**src/rtl/keypad_scanner_if.sv**
```systemverilog
// ============================================================================
// Module : keypad_scanner_if
// Brief  : Consumer-side key event port of the keypad scanner.
// Rev    : 1.0
// ============================================================================
`default_nettype none

interface keypad_scanner_if;
    logic [3:0] key_code;
    logic       key_valid;
    logic       key_ready;
    logic       key_down;
    logic       overflow;

    modport master (
        output key_code,
        output key_valid,
        output key_down,
        output overflow,
        input  key_ready
    );

    modport slave (
        input  key_code,
        input  key_valid,
        input  key_down,
        input  overflow,
        output key_ready
    );
endinterface

`default_nettype wire

```
**src/rtl/keypad_scanner.sv**
```systemverilog
// ============================================================================
// Module : keypad_scanner
// Brief  : 4x4 active-low matrix scanner with frame debounce and key holding register.
// Rev    : 1.0
// ============================================================================
`default_nettype none

module keypad_scanner #(
    parameter int ROW_PERIOD      = 50000,
    parameter int DEBOUNCE_FRAMES = 4
) (
    input  wire logic        clk,
    input  wire logic        rst,
    output logic [3:0]       row_n,
    input  wire logic [3:0]  col_n,
    keypad_scanner_if.master kif
);

    localparam int                 c_CNT_W    = (ROW_PERIOD > 1) ? $clog2(ROW_PERIOD) : 1;
    localparam logic [c_CNT_W-1:0] c_ROW_LAST = c_CNT_W'(ROW_PERIOD - 1);
    localparam logic [3:0]         c_DB       = 4'(DEBOUNCE_FRAMES);

    typedef enum logic [1:0] {
        ST_IDLE     = 2'd0,
        ST_PRESS_DB = 2'd1,
        ST_HELD     = 2'd2,
        ST_REL_DB   = 2'd3
    } state_t;

    logic [3:0]         r_col_meta;
    logic [3:0]         r_col_sync;
    logic [c_CNT_W-1:0] r_row_cnt;
    logic [1:0]         r_row_idx;
    logic [1:0]         r_acc_cnt;
    logic [3:0]         r_acc_code;
    state_t             r_state;
    state_t             w_state_next;
    logic [3:0]         r_cnt;
    logic [3:0]         w_cnt_next;
    logic [3:0]         r_cand;
    logic [3:0]         w_cand_next;
    logic               r_key_down;
    logic               w_key_down_next;
    logic               w_press_evt;
    logic [3:0]         r_key_code;
    logic               r_key_valid;
    logic               r_overflow;

    logic               w_row_last;
    logic               w_frame_end;
    logic [3:0]         w_hits;
    logic [1:0]         w_first_col;
    logic [2:0]         w_row_pts;
    logic [2:0]         w_sum;
    logic [1:0]         w_acc_cnt_next;
    logic [3:0]         w_acc_code_next;
    logic               w_none;
    logic               w_single;
    logic               w_match;
    logic               w_pop;

    assign row_n       = ~(4'b0001 << r_row_idx);
    assign w_row_last  = (r_row_cnt == c_ROW_LAST);
    assign w_frame_end = w_row_last && (r_row_idx == 2'd3);

    always_ff @(posedge clk) begin
        if (rst) begin
            r_col_meta <= 4'hF;
            r_col_sync <= 4'hF;
        end else begin
            r_col_meta <= col_n;
            r_col_sync <= r_col_meta;
        end
    end

    always_ff @(posedge clk) begin
        if (rst) begin
            r_row_cnt <= '0;
            r_row_idx <= 2'd0;
        end else if (w_row_last) begin
            r_row_cnt <= '0;
            r_row_idx <= r_row_idx + 2'd1;
        end else begin
            r_row_cnt <= r_row_cnt + 1'b1;
        end
    end

    // Merge this row's hits into the frame: saturating point count, first code found.
    always_comb begin
        w_hits      = ~r_col_sync;
        w_first_col = 2'd0;
        for (int i = 3; i >= 0; i--) begin
            if (w_hits[i]) w_first_col = 2'(i);
        end
        w_row_pts       = 3'(w_hits[0]) + 3'(w_hits[1]) + 3'(w_hits[2]) + 3'(w_hits[3]);
        w_sum           = {1'b0, r_acc_cnt} + w_row_pts;
        w_acc_cnt_next  = (w_sum >= 3'd2) ? 2'd2 : w_sum[1:0];
        w_acc_code_next = ((r_acc_cnt == 2'd0) && (|w_hits)) ? {r_row_idx, w_first_col} : r_acc_code;
    end

    always_ff @(posedge clk) begin
        if (rst || (w_frame_end)) begin
            r_acc_cnt  <= 2'd0;
            r_acc_code <= 4'd0;
        end else if (w_row_last) begin
            r_acc_cnt  <= w_acc_cnt_next;
            r_acc_code <= w_acc_code_next;
        end
    end

    assign w_none   = (w_acc_cnt_next == 2'd0);
    assign w_single = (w_acc_cnt_next == 2'd1);
    assign w_match  = w_single && (w_acc_code_next == r_cand);

    always_ff @(posedge clk) begin
        if (rst) begin
            r_state    <= ST_IDLE;
            r_cnt      <= 4'd0;
            r_cand     <= 4'd0;
            r_key_down <= 1'b0;
        end else begin
            r_state    <= w_state_next;
            r_cnt      <= w_cnt_next;
            r_cand     <= w_cand_next;
            r_key_down <= w_key_down_next;
        end
    end

    always_comb begin
        w_state_next    = r_state;
        w_cnt_next      = r_cnt;
        w_cand_next     = r_cand;
        w_key_down_next = r_key_down;
        w_press_evt     = 1'b0;
        if (w_frame_end) begin
            case (r_state)
                ST_IDLE: begin
                    if (w_single) begin
                        w_cand_next = w_acc_code_next;
                        if (c_DB == 4'd1) begin
                            w_press_evt     = 1'b1;
                            w_key_down_next = 1'b1;
                            w_cnt_next      = 4'd0;
                            w_state_next    = ST_HELD;
                        end else begin
                            w_cnt_next   = 4'd1;
                            w_state_next = ST_PRESS_DB;
                        end
                    end
                end
                ST_PRESS_DB: begin
                    if (w_match && ((r_cnt + 4'd1) == c_DB)) begin
                        w_press_evt     = 1'b1;
                        w_key_down_next = 1'b1;
                        w_cnt_next      = 4'd0;
                        w_state_next    = ST_HELD;
                    end else if (w_match) begin
                        w_cnt_next = r_cnt + 4'd1;
                    end else begin
                        w_cnt_next   = 4'd0;
                        w_state_next = ST_IDLE;
                    end
                end
                ST_HELD: begin
                    if (!w_match) begin
                        if (w_none && (c_DB == 4'd1)) begin
                            w_key_down_next = 1'b0;
                            w_cnt_next      = 4'd0;
                            w_state_next    = ST_IDLE;
                        end else begin
                            w_cnt_next   = w_none ? 4'd1 : 4'd0;
                            w_state_next = ST_REL_DB;
                        end
                    end
                end
                default: begin
                    if (w_none && ((r_cnt + 4'd1) == c_DB)) begin
                        w_key_down_next = 1'b0;
                        w_cnt_next      = 4'd0;
                        w_state_next    = ST_IDLE;
                    end else if (w_none) begin
                        w_cnt_next = r_cnt + 4'd1;
                    end else if (w_match) begin
                        w_cnt_next   = 4'd0;
                        w_state_next = ST_HELD;
                    end else begin
                        w_cnt_next = 4'd0;
                    end
                end
            endcase
        end
    end

    // A press arriving while an unconsumed code is held is dropped and flagged.
    assign w_pop = r_key_valid & kif.key_ready;

    always_ff @(posedge clk) begin
        if (rst) begin
            r_key_code  <= 4'd0;
            r_key_valid <= 1'b0;
            r_overflow  <= 1'b0;
        end else if (w_press_evt) begin
            if (!r_key_valid || w_pop) begin
                r_key_code  <= w_cand_next;
                r_key_valid <= 1'b1;
            end else begin
                r_overflow <= 1'b1;
            end
        end else if (w_pop) begin
            r_key_valid <= 1'b0;
        end
    end

    assign kif.key_code  = r_key_code;
    assign kif.key_valid = r_key_valid;
    assign kif.key_down  = r_key_down;
    assign kif.overflow  = r_overflow;

endmodule

`default_nettype wire

```
**src/flat_wrapper.sv**
```systemverilog
// flat-port wrapper written by rule: the top's interface ports become plain ports
module keypad_scanner_flat 
#(
    parameter int ROW_PERIOD      = 50000,
    parameter int DEBOUNCE_FRAMES = 4
)
  (clk, rst, row_n, col_n, kif_key_code, kif_key_valid, kif_key_down, kif_overflow, kif_key_ready);
  keypad_scanner_if kif_i ();
  input  wire logic clk;
  input  wire logic rst;
  output logic [3:0] row_n;
  input  wire logic [3:0] col_n;
  output wire logic [$bits(kif_i.key_code)-1:0] kif_key_code;
  output wire logic [$bits(kif_i.key_valid)-1:0] kif_key_valid;
  output wire logic [$bits(kif_i.key_down)-1:0] kif_key_down;
  output wire logic [$bits(kif_i.overflow)-1:0] kif_overflow;
  input wire logic [$bits(kif_i.key_ready)-1:0] kif_key_ready;
  assign kif_key_code = kif_i.key_code;
  assign kif_key_valid = kif_i.key_valid;
  assign kif_key_down = kif_i.key_down;
  assign kif_overflow = kif_i.overflow;
  assign kif_i.key_ready = kif_key_ready;
  keypad_scanner #(.ROW_PERIOD(ROW_PERIOD), .DEBOUNCE_FRAMES(DEBOUNCE_FRAMES)) u_core (.clk(clk), .rst(rst), .row_n(row_n), .col_n(col_n), .kif(kif_i));
endmodule
```
**config.mk**
```make
export PLATFORM = sky130hd
export DESIGN_NAME = keypad_scanner_flat
export DESIGN_NICKNAME = d
export VERILOG_FILES = /design/src/rtl/keypad_scanner_if.sv /design/src/rtl/keypad_scanner.sv /design/src/flat_wrapper.sv
export SDC_FILE = /design/constraint.sdc
export NUM_CORES = 1
export LEC_CHECK = 0
export BUFFER_PORTS_ARGS = -buffer_cell sky130_fd_sc_hd__buf_2
export CAP_MARGIN = 20
export CORE_MARGIN = 2
export CORE_UTILIZATION = 55
export CTS_CLUSTER_SIZE = 30
export DETAILED_ROUTE_END_ITERATION = 8
export GPL_TIMING_DRIVEN = 0
export PLACE_DENSITY = 0.76
export SLEW_MARGIN = 0
export SYNTH_ARGS = -nofsm -noshare
export SYNTH_HDL_FRONTEND = slang
export SYNTH_SLANG_ARGS = --single-unit
```
**constraint.sdc**
```tcl
create_clock -name clk -period 5.4 [get_ports clk]
set_input_delay 0 -clock clk [delete_from_list [all_inputs] [get_ports clk]]
set_output_delay 0 -clock clk [all_outputs]
set_load 0.05 [all_outputs]
```
==> results of run 1 <==
## worst max-delay path, cell delays in order, from the launching register on
cell and delay (ps):
dfxtp_1 390, inv_1 80, ha_1 320, fa_1 500, ha_1 140, inv_1 50
fa_1 370, xor2_1 300, nand4b_1 140, mux2i_1 160, nor4b_4 520, and3_1 270
buf_2 190, nor3b_1 70, a21o_1 170
## through the flow
step	hold WS, ps	utilization
finish	46.4	0.635
global route	74.6	0.635
floorplan	83.9	-
CTS	30.8	0.635
detailed placement	184	0.597
global placement	183	0.597
## placed cells by master (no fill, tap or decap), types with 3 or more instances in the layout
| cell type | instances |
|---|---|
| dfxtp_1 | 49 |
| nor2_1 | 40 |
| buf_2 | 18 |
| inv_1 | 14 |
| nand2_1 | 14 |
| xnor2_1 | 11 |
| ha_1 | 10 |
| and3_1 | 9 |
| nand3_1 | 9 |
| or2_2 | 9 |
| a21oi_1 | 8 |
| clkbuf_1 | 7 |
| xor2_1 | 7 |
| nand4_1 | 6 |
| a211oi_1 | 6 |
| nor3_1 | 5 |
| a21o_1 | 5 |
| nor3b_1 | 5 |
| clkbuf_8 | 5 |
| dlygate4sd3_1 | 5 |
| nand2b_1 | 3 |
| mux2i_1 | 3 |
## routing by layer
layer | vias up | wire length [µm]
li1 | 974 | -
met1 | 869 | 2190
met2 | 30 | 2030
met3 | 6 | 148
met4 | 0 | 53
met5 | - | 0
## synthesized netlist by cell type (2+ instances only)
| master | instances |
|---|---|
| nor4bb_1 | 2 |
| o21a_1 | 2 |
| inv_1 | 14 |
| a21o_1 | 5 |
| mux2i_1 | 3 |
| nor3b_1 | 5 |
| a211oi_1 | 6 |
| nor2_1 | 40 |
| clkbuf_1 | 7 |
| nand4_1 | 6 |
| ha_1 | 10 |
| fa_1 | 2 |
| dfxtp_1 | 49 |
| a22oi_1 | 2 |
| nand3_1 | 9 |
| nor2b_1 | 2 |
| and3_1 | 9 |
| xnor2_1 | 11 |
| a21oi_1 | 8 |
| a211o_1 | 2 |
| nand2b_1 | 3 |
| or2_2 | 9 |
| nor3_1 | 5 |
| xor2_1 | 7 |
| nand2_1 | 14 |
## area by class of cell
cell class,instances,area [µm²],area share
plain buffers,9,42.5,0.0156
clock buffers,5,68.8,0.0252
clock inverters,3,46.3,0.0170
inverters,15,56.3,0.0206
multi-input cells,189,1330,0.489
flip-flops and latches,49,981,0.359
well taps,52,65.1,0.0238
repair buffers,22,135,0.0495
## power by group
group	switching (mW)	internal, mW
Sequential	0.00284	0.366
Combinational	0.0291	0.0214
Clock	0.124	0.139
## registers in the layout, indices dropped and copies added (netlist names)
register              count
u_core.r_cnt              4
u_core.r_row_cnt         16
u_core.r_col_meta         4
u_core.kif.key_code       4
u_core.r_state            2
u_core.r_acc_code         4
u_core.r_row_idx          2
u_core.r_col_sync         4
u_core.r_cand             4
u_core.kif.key_valid      1
u_core.r_acc_cnt          2
u_core.kif.key_down       1
u_core.kif.overflow       1
## worst max-delay path by stage
stage	start	to	cells after the start
CTS	u_core.r_col_sync[0]	u_core.kif.key_code[2]	14
global placement	u_core.r_col_sync[0]	u_core.kif.key_code[0]	14
finish	u_core.r_col_sync[0]	u_core.kif.key_code[2]	14
global route	u_core.r_col_sync[0]	u_core.kif.key_down	13
floorplan	u_core.r_col_sync[0]	u_core.kif.key_code[0]	14
detailed placement	u_core.r_col_sync[0]	u_core.kif.key_code[2]	14
## logic make-up (layout without fill, tap and decap cells)
family	Yosys count	count (layout)	share of synthesized area
AND/OR/NAND/NOR	111	111	0.247
adder cells (fa/ha/maj)	12	12	0.0684
AO/OA/AOI/OAI	42	42	0.139
buffers and inverters	24	54	0.0410
flip-flops	49	49	0.406
multiplexers	6	6	0.0321
XOR/XNOR	18	18	0.0653
==> flow_summary.json, run 1 <==
{
  "drive_gt1_frac": 0.151,
  "startpoint_type": "flip-flop",
  "p_leak_nw": 1.09,
  "fp.dieArea_um2": 4930,
  "hp-class": "primary input to flip-flop",
  "place_ws_ps": 1700,
  "drv_cap": 0,
  "ctsResizeCount": 0,
  "clock.fmax_mhz": 266,
  "cts_tree": "built",
  "synth_nets": 281,
  "power_uw": 682,
  "fin_ws_ps": 1640,
  "synth_edf_count": 0,
  "synth_area_per_cell_um2": 9.21,
  "initial_core_util": 0.562,
  "rsz0062_at_grt": "false",
  "p_per_area_nw_per_um2": 250,
  "yosysTopAreaCell": "dfxtp_1",
  "cts_setup_buffers": 0,
  "reg2reg_depth": 14,
  "placedCellCount": 331,
  "viasPerCell": 5.46,
  "holdBufCountCts": 5,
  "drv_slew": 0,
  "dr.pass1.iters": 4,
  "met3_usage": 0.0404,
  "drt_iter0_drc": 87,
  "finalHoldViolCount": 0,
  "grt_pass1_vias": 1736,
  "stdcell_count": 344,
  "ff2ff_setup_slack_ps": 1640,
  "synthToLayoutAreaGrowth_pct": 13.1,
  "cts_max_level": 2,
  "pin_count": 18,
  "grt_max_degree": 17,
  "grtUsageMet2": 0.305,
  "grt_pass1_wl_um": 7670,
  "crit_fanout": 9,
  "setup_viol": 0,
  "clkLatencyLatePin_ps": 310,
  "rows": 24,
  "endpoint_kind": "flip-flop",
  "globalplace.congestion": 0.825,
  "fillerInstances": 342,
  "status": "finished, final reports clean",
  "min_period_ps": 3760,
  "port_buffers": 17,
  "slew_headroom": 0.610,
  "diodes": 0,
  "yosysUniqueCellTypes": 55,
  "dp_hpwl_um": 3200,
  "hold_path_depth": 3,
  "min-delay-start": "kif_key_ready",
  "die_y_um": 70.2,
  "clkTransAtPathRegs_ps": 100,
  "antenna_found_initial": 0,
  "gr-usage-met1": 0.258,
  "syn_area_um2": 2410,
  "yosysSeqAreaShare": 0.406,
  "synthArstFlopShare": 0,
  "arrival_ps": 3970,
  "hold_path_end": "u_core.kif.key_valid",
  "drc": 0,
  "tightestPinTransition_ps": 582,
  "cts-root-buf": "clkbuf_8",
  "r2r_end": "u_core.kif.key_code[2]",
  "cts_buffers": 5,
  "grt.total_usage": 0.191,
  "ys_top_cells_by_area": "dfxtp_1 41%, nor2_1 6.2%, ha_1 5.2%, xnor2_1 4.0%, xor2_1 2.5%",
  "routed_wl_um": 4420,
  "netlist.area_leader.share": 0.406,
  "core_um2": 4290,
  "nets": 310,
  "synth-seq-cells": 49,
  "synth_flop_cell": "dfxtp_1",
  "required_ps": 5600,
  "ant_nets": 0,
  "cts.sinks": 49,
  "clockBufferDepth": 2,
  "overflow": 0,
  "routedWlPerCell_um": 12.8,
  "syn_inst": 262,
  "place_area_um2": 2560,
  "finish.instance_area_um2": 2730,
  "setup_tns_ps": 0,
  "finalClockSkew_ps": 12.7,
  "worstSetupPathType": "flip-flop to flip-flop",
  "grt-busiest-layer": "met2",
  "ys_warn_count": 0,
  "die_w_um": 70.2,
  "reg2reg_from": "u_core.r_col_sync[0]",
  "post-route-period-util": 0.697,
  "num_vias": 1879,
  "vdd_ir_drop_max_mv": 0.181
}
Note: power is estimated with default switching activity, not from simulation.
==> inputs of run 2 (changes only) <==
--- a/config.mk
+++ b/config.mk
@@ -8,7 +8,7 @@
 export BUFFER_PORTS_ARGS = -buffer_cell sky130_fd_sc_hd__buf_2
 export CAP_MARGIN = 20
 export CORE_MARGIN = 2
-export CORE_UTILIZATION = 55
+export CORE_UTILIZATION = 53
 export CTS_CLUSTER_SIZE = 30
 export DETAILED_ROUTE_END_ITERATION = 8
 export GPL_TIMING_DRIVEN = 0
==> constraint.sdc (replaced) <==
create_clock -name clk -period 3.36 [get_ports clk]
set_input_delay 0 -clock clk [delete_from_list [all_inputs] [get_ports clk]]
set_output_delay 0 -clock clk [all_outputs]
set_load 0.05 [all_outputs]
==> run 2 against run 1 <==
Compared with the run above: sequential share of layout area down 2.1 points; utilization up 2.7 points; non-clock buffer count up 12; sequential power up 60%; via count up 3.4%; flip-flop and latch count unchanged; routed wire length up 7.6%; clock skew down 6.4 ps; critical path depth up 1; register-to-register slack worse by 1500 ps; critical endpoint is now u_core.r_cnt[2].
==> flow_summary.json, run 2 (same netlist as run 1, synthesis figures left out) <==
{
  "status": "finished, final reports clean",
  "synthToLayoutAreaGrowth_pct": 20.4,
  "path_cells": "inv_2 -> ha_4 -> fa_1 -> ha_2 -> inv_2 -> fa_2 -> xor2_4 -> nand4b_1 -> mux2i_1 -> nor4b_4 -> buf_6 -> buf_6 -> a221oi_4 -> o32ai_2 -> a31o_1",
  "clkTransAtPathRegs_ps": 80,
  "dr.pass1.iters": 4,
  "globalplace.congestion": 0.772,
  "grt_pass1_wl_um": 8140,
  "drv_cap": 0,
  "combPwrFrac": 0.090,
  "met3_usage": 0.0591,
  "fp.dieArea_um2": 5110,
  "clockBufferDepth": 2,
  "port_buffers": 17,
  "cts_tree": "built",
  "drt_iter0_drc": 80,
  "startpoint_type": "flip-flop",
  "post-route-period-util": 0.972,
  "cts.sinks": 49,
  "worstSetupPathType": "flip-flop to flip-flop",
  "die_y_um": 71.5,
  "largest_reg_flops": 16,
  "num_vias": 1942,
  "slew_headroom": 0.643,
  "sw_frac_of_total": 0.221,
  "finalClockSkew_ps": 6.22,
  "cts_buffers": 5,
  "rows": 24,
  "vdd_ir_drop_max_mv": 0.273,
  "required_ps": 3560,
  "endpoint_kind": "flip-flop",
  "net-switching-power_uw": 242,
  "clock.fmax_mhz": 306,
  "min_period_ps": 3270,
  "overflow": 0,
  "arrival_ps": 3470,
  "layout_commonest_cell": "dfxtp_1",
  "p_int_uw": 850,
  "routedWlPerCell_um": 13.4,
  "nets": 322,
  "viasPerCell": 5.47,
  "grt_pass1_vias": 1819,
  "clkLatencyLatePin_ps": 300,
  "ant_nets": 0,
  "hp-class": "primary input to flip-flop",
  "largest-register": "u_core.r_row_cnt",
  "grt_max_degree": 15,
  "setup_viol": 0,
  "cts-root-buf": "clkbuf_8",
  "seqPwrFrac": 0.542,
  "final_util": 0.663,
  "place_area_um2": 2560,
  "finish.instance_area_um2": 2910,
  "grtUsageMet2": 0.310,
  "pin_count": 18,
  "tightestPinTransition_ps": 535,
  "antenna_found_initial": 0,
  "diodes": 0,
  "p_per_area_nw_per_um2": 376,
  "max_stage_delay_ps": 510,
  "p_clk_frac": 0.368,
  "initial_core_util": 0.551,
  "crit_fanout": 8,
  "p_leak_nw": 1.16,
  "dp_hpwl_um": 3210,
  "die_w_um": 71.5,
  "drc": 0,
  "gr-usage-met1": 0.277,
  "routed_wl_um": 4750,
  "core_um2": 4380,
  "grt.total_usage": 0.201,
  "critPathSlowestCell": "fa_1",
  "rsz0062_at_grt": "true",
  "drive_gt1_frac": 0.234,
  "cts_max_level": 2,
  "layout_common_cells": "47 x dfxtp_1, 40 x nor2_1, 17 x buf_2",
  "drv_slew": 0,
  "finalHoldViolCount": 0,
  "grt-busiest-layer": "met2"
}
[run 2: cell types whose count changed in the layout (fill, tap and decap cells not counted), sizes merged]
cell	before	now
clkinvlp	1	0
buf	19	31
[run 2: path summary, 6_finish.rpt]
path / start / slack, ps / endpoint / depth (start not counted)
max: u_core.r_col_sync[1] / 90 / u_core.r_cnt[2] / 15
min: kif_key_ready / 80 / u_core.kif.key_valid / 3
max reg2reg: u_core.r_col_sync[1] / 90 / u_core.r_cnt[2] / 15
min reg2reg: u_core.r_col_meta[1] / 410 / u_core.r_col_sync[1] / 1
[run 2: cell type report]
cell class	count	area, µm²
clock inverter	2	35.0
multi-input combinational	189	1420
tap	52	65.1
fill	359	1480
timing repair buffer	34	233
inverter	15	56.3
sequential	49	983
buffer	9	48.8
clock buffer	5	68.8
[run 2: power by group through the flow]
stage | registers, mW | logic, mW | clock network (mW)
floorplan | 0.605 | 0.0577 | 0
global placement | 0.606 | 0.0740 | 0
detailed placement | 0.606 | 0.0757 | 0
CTS | 0.591 | 0.0880 | 0.411
global route | 0.593 | 0.108 | 0.440
finish | 0.592 | 0.0986 | 0.401
[run 2: timing repair]
item / 4_1_cts / 5_1_grt
pin swaps: 3 / 14
hold buffers: 5 / 0
endpoints found under the setup margin: 14 / 15
resized for setup: 4 / 19
setup buffers: 7 / 5
endpoints found under the hold margin: 7 / 0
[run 2: critical path, delay by kind of cell (launching register included)]
kind,cells,cell delay (ps)
multiplexers,1,80
adder cells (fa/ha/maj),4,1290
AND/OR/NAND/NOR,2,250
flip-flops,1,340
AO/OA/AOI/OAI,3,690
XOR/XNOR,1,170
buffers and inverters,4,350
[run 2: layer usage]
| metal | routed length (µm) | up-vias |
|---|---|---|
| li1 | - | 993 |
| met1 | 2230 | 909 |
| met2 | 2270 | 34 |
| met3 | 195 | 6 |
| met4 | 51 | 0 |
| met5 | 0 | - |
[run 2: stage by stage]
step / setup WS, ps / hold WS (ps) / setup TNS, ps / std cells / total power, mW
final: 93.8 / 78.8 / 0 / 355 / 1.09
after global routing: -51.4 / 97.4 / -201 / 355 / 1.14
after CTS: 30.7 / 71.0 / 0 / 350 / 1.09
after detailed placement: -323 / 185 / -2940 / 331 / 0.681
after global placement: -284 / 182 / -2300 / 331 / 0.680
after floorplan: 61.1 / 83.9 / 0 / 262 / 0.662
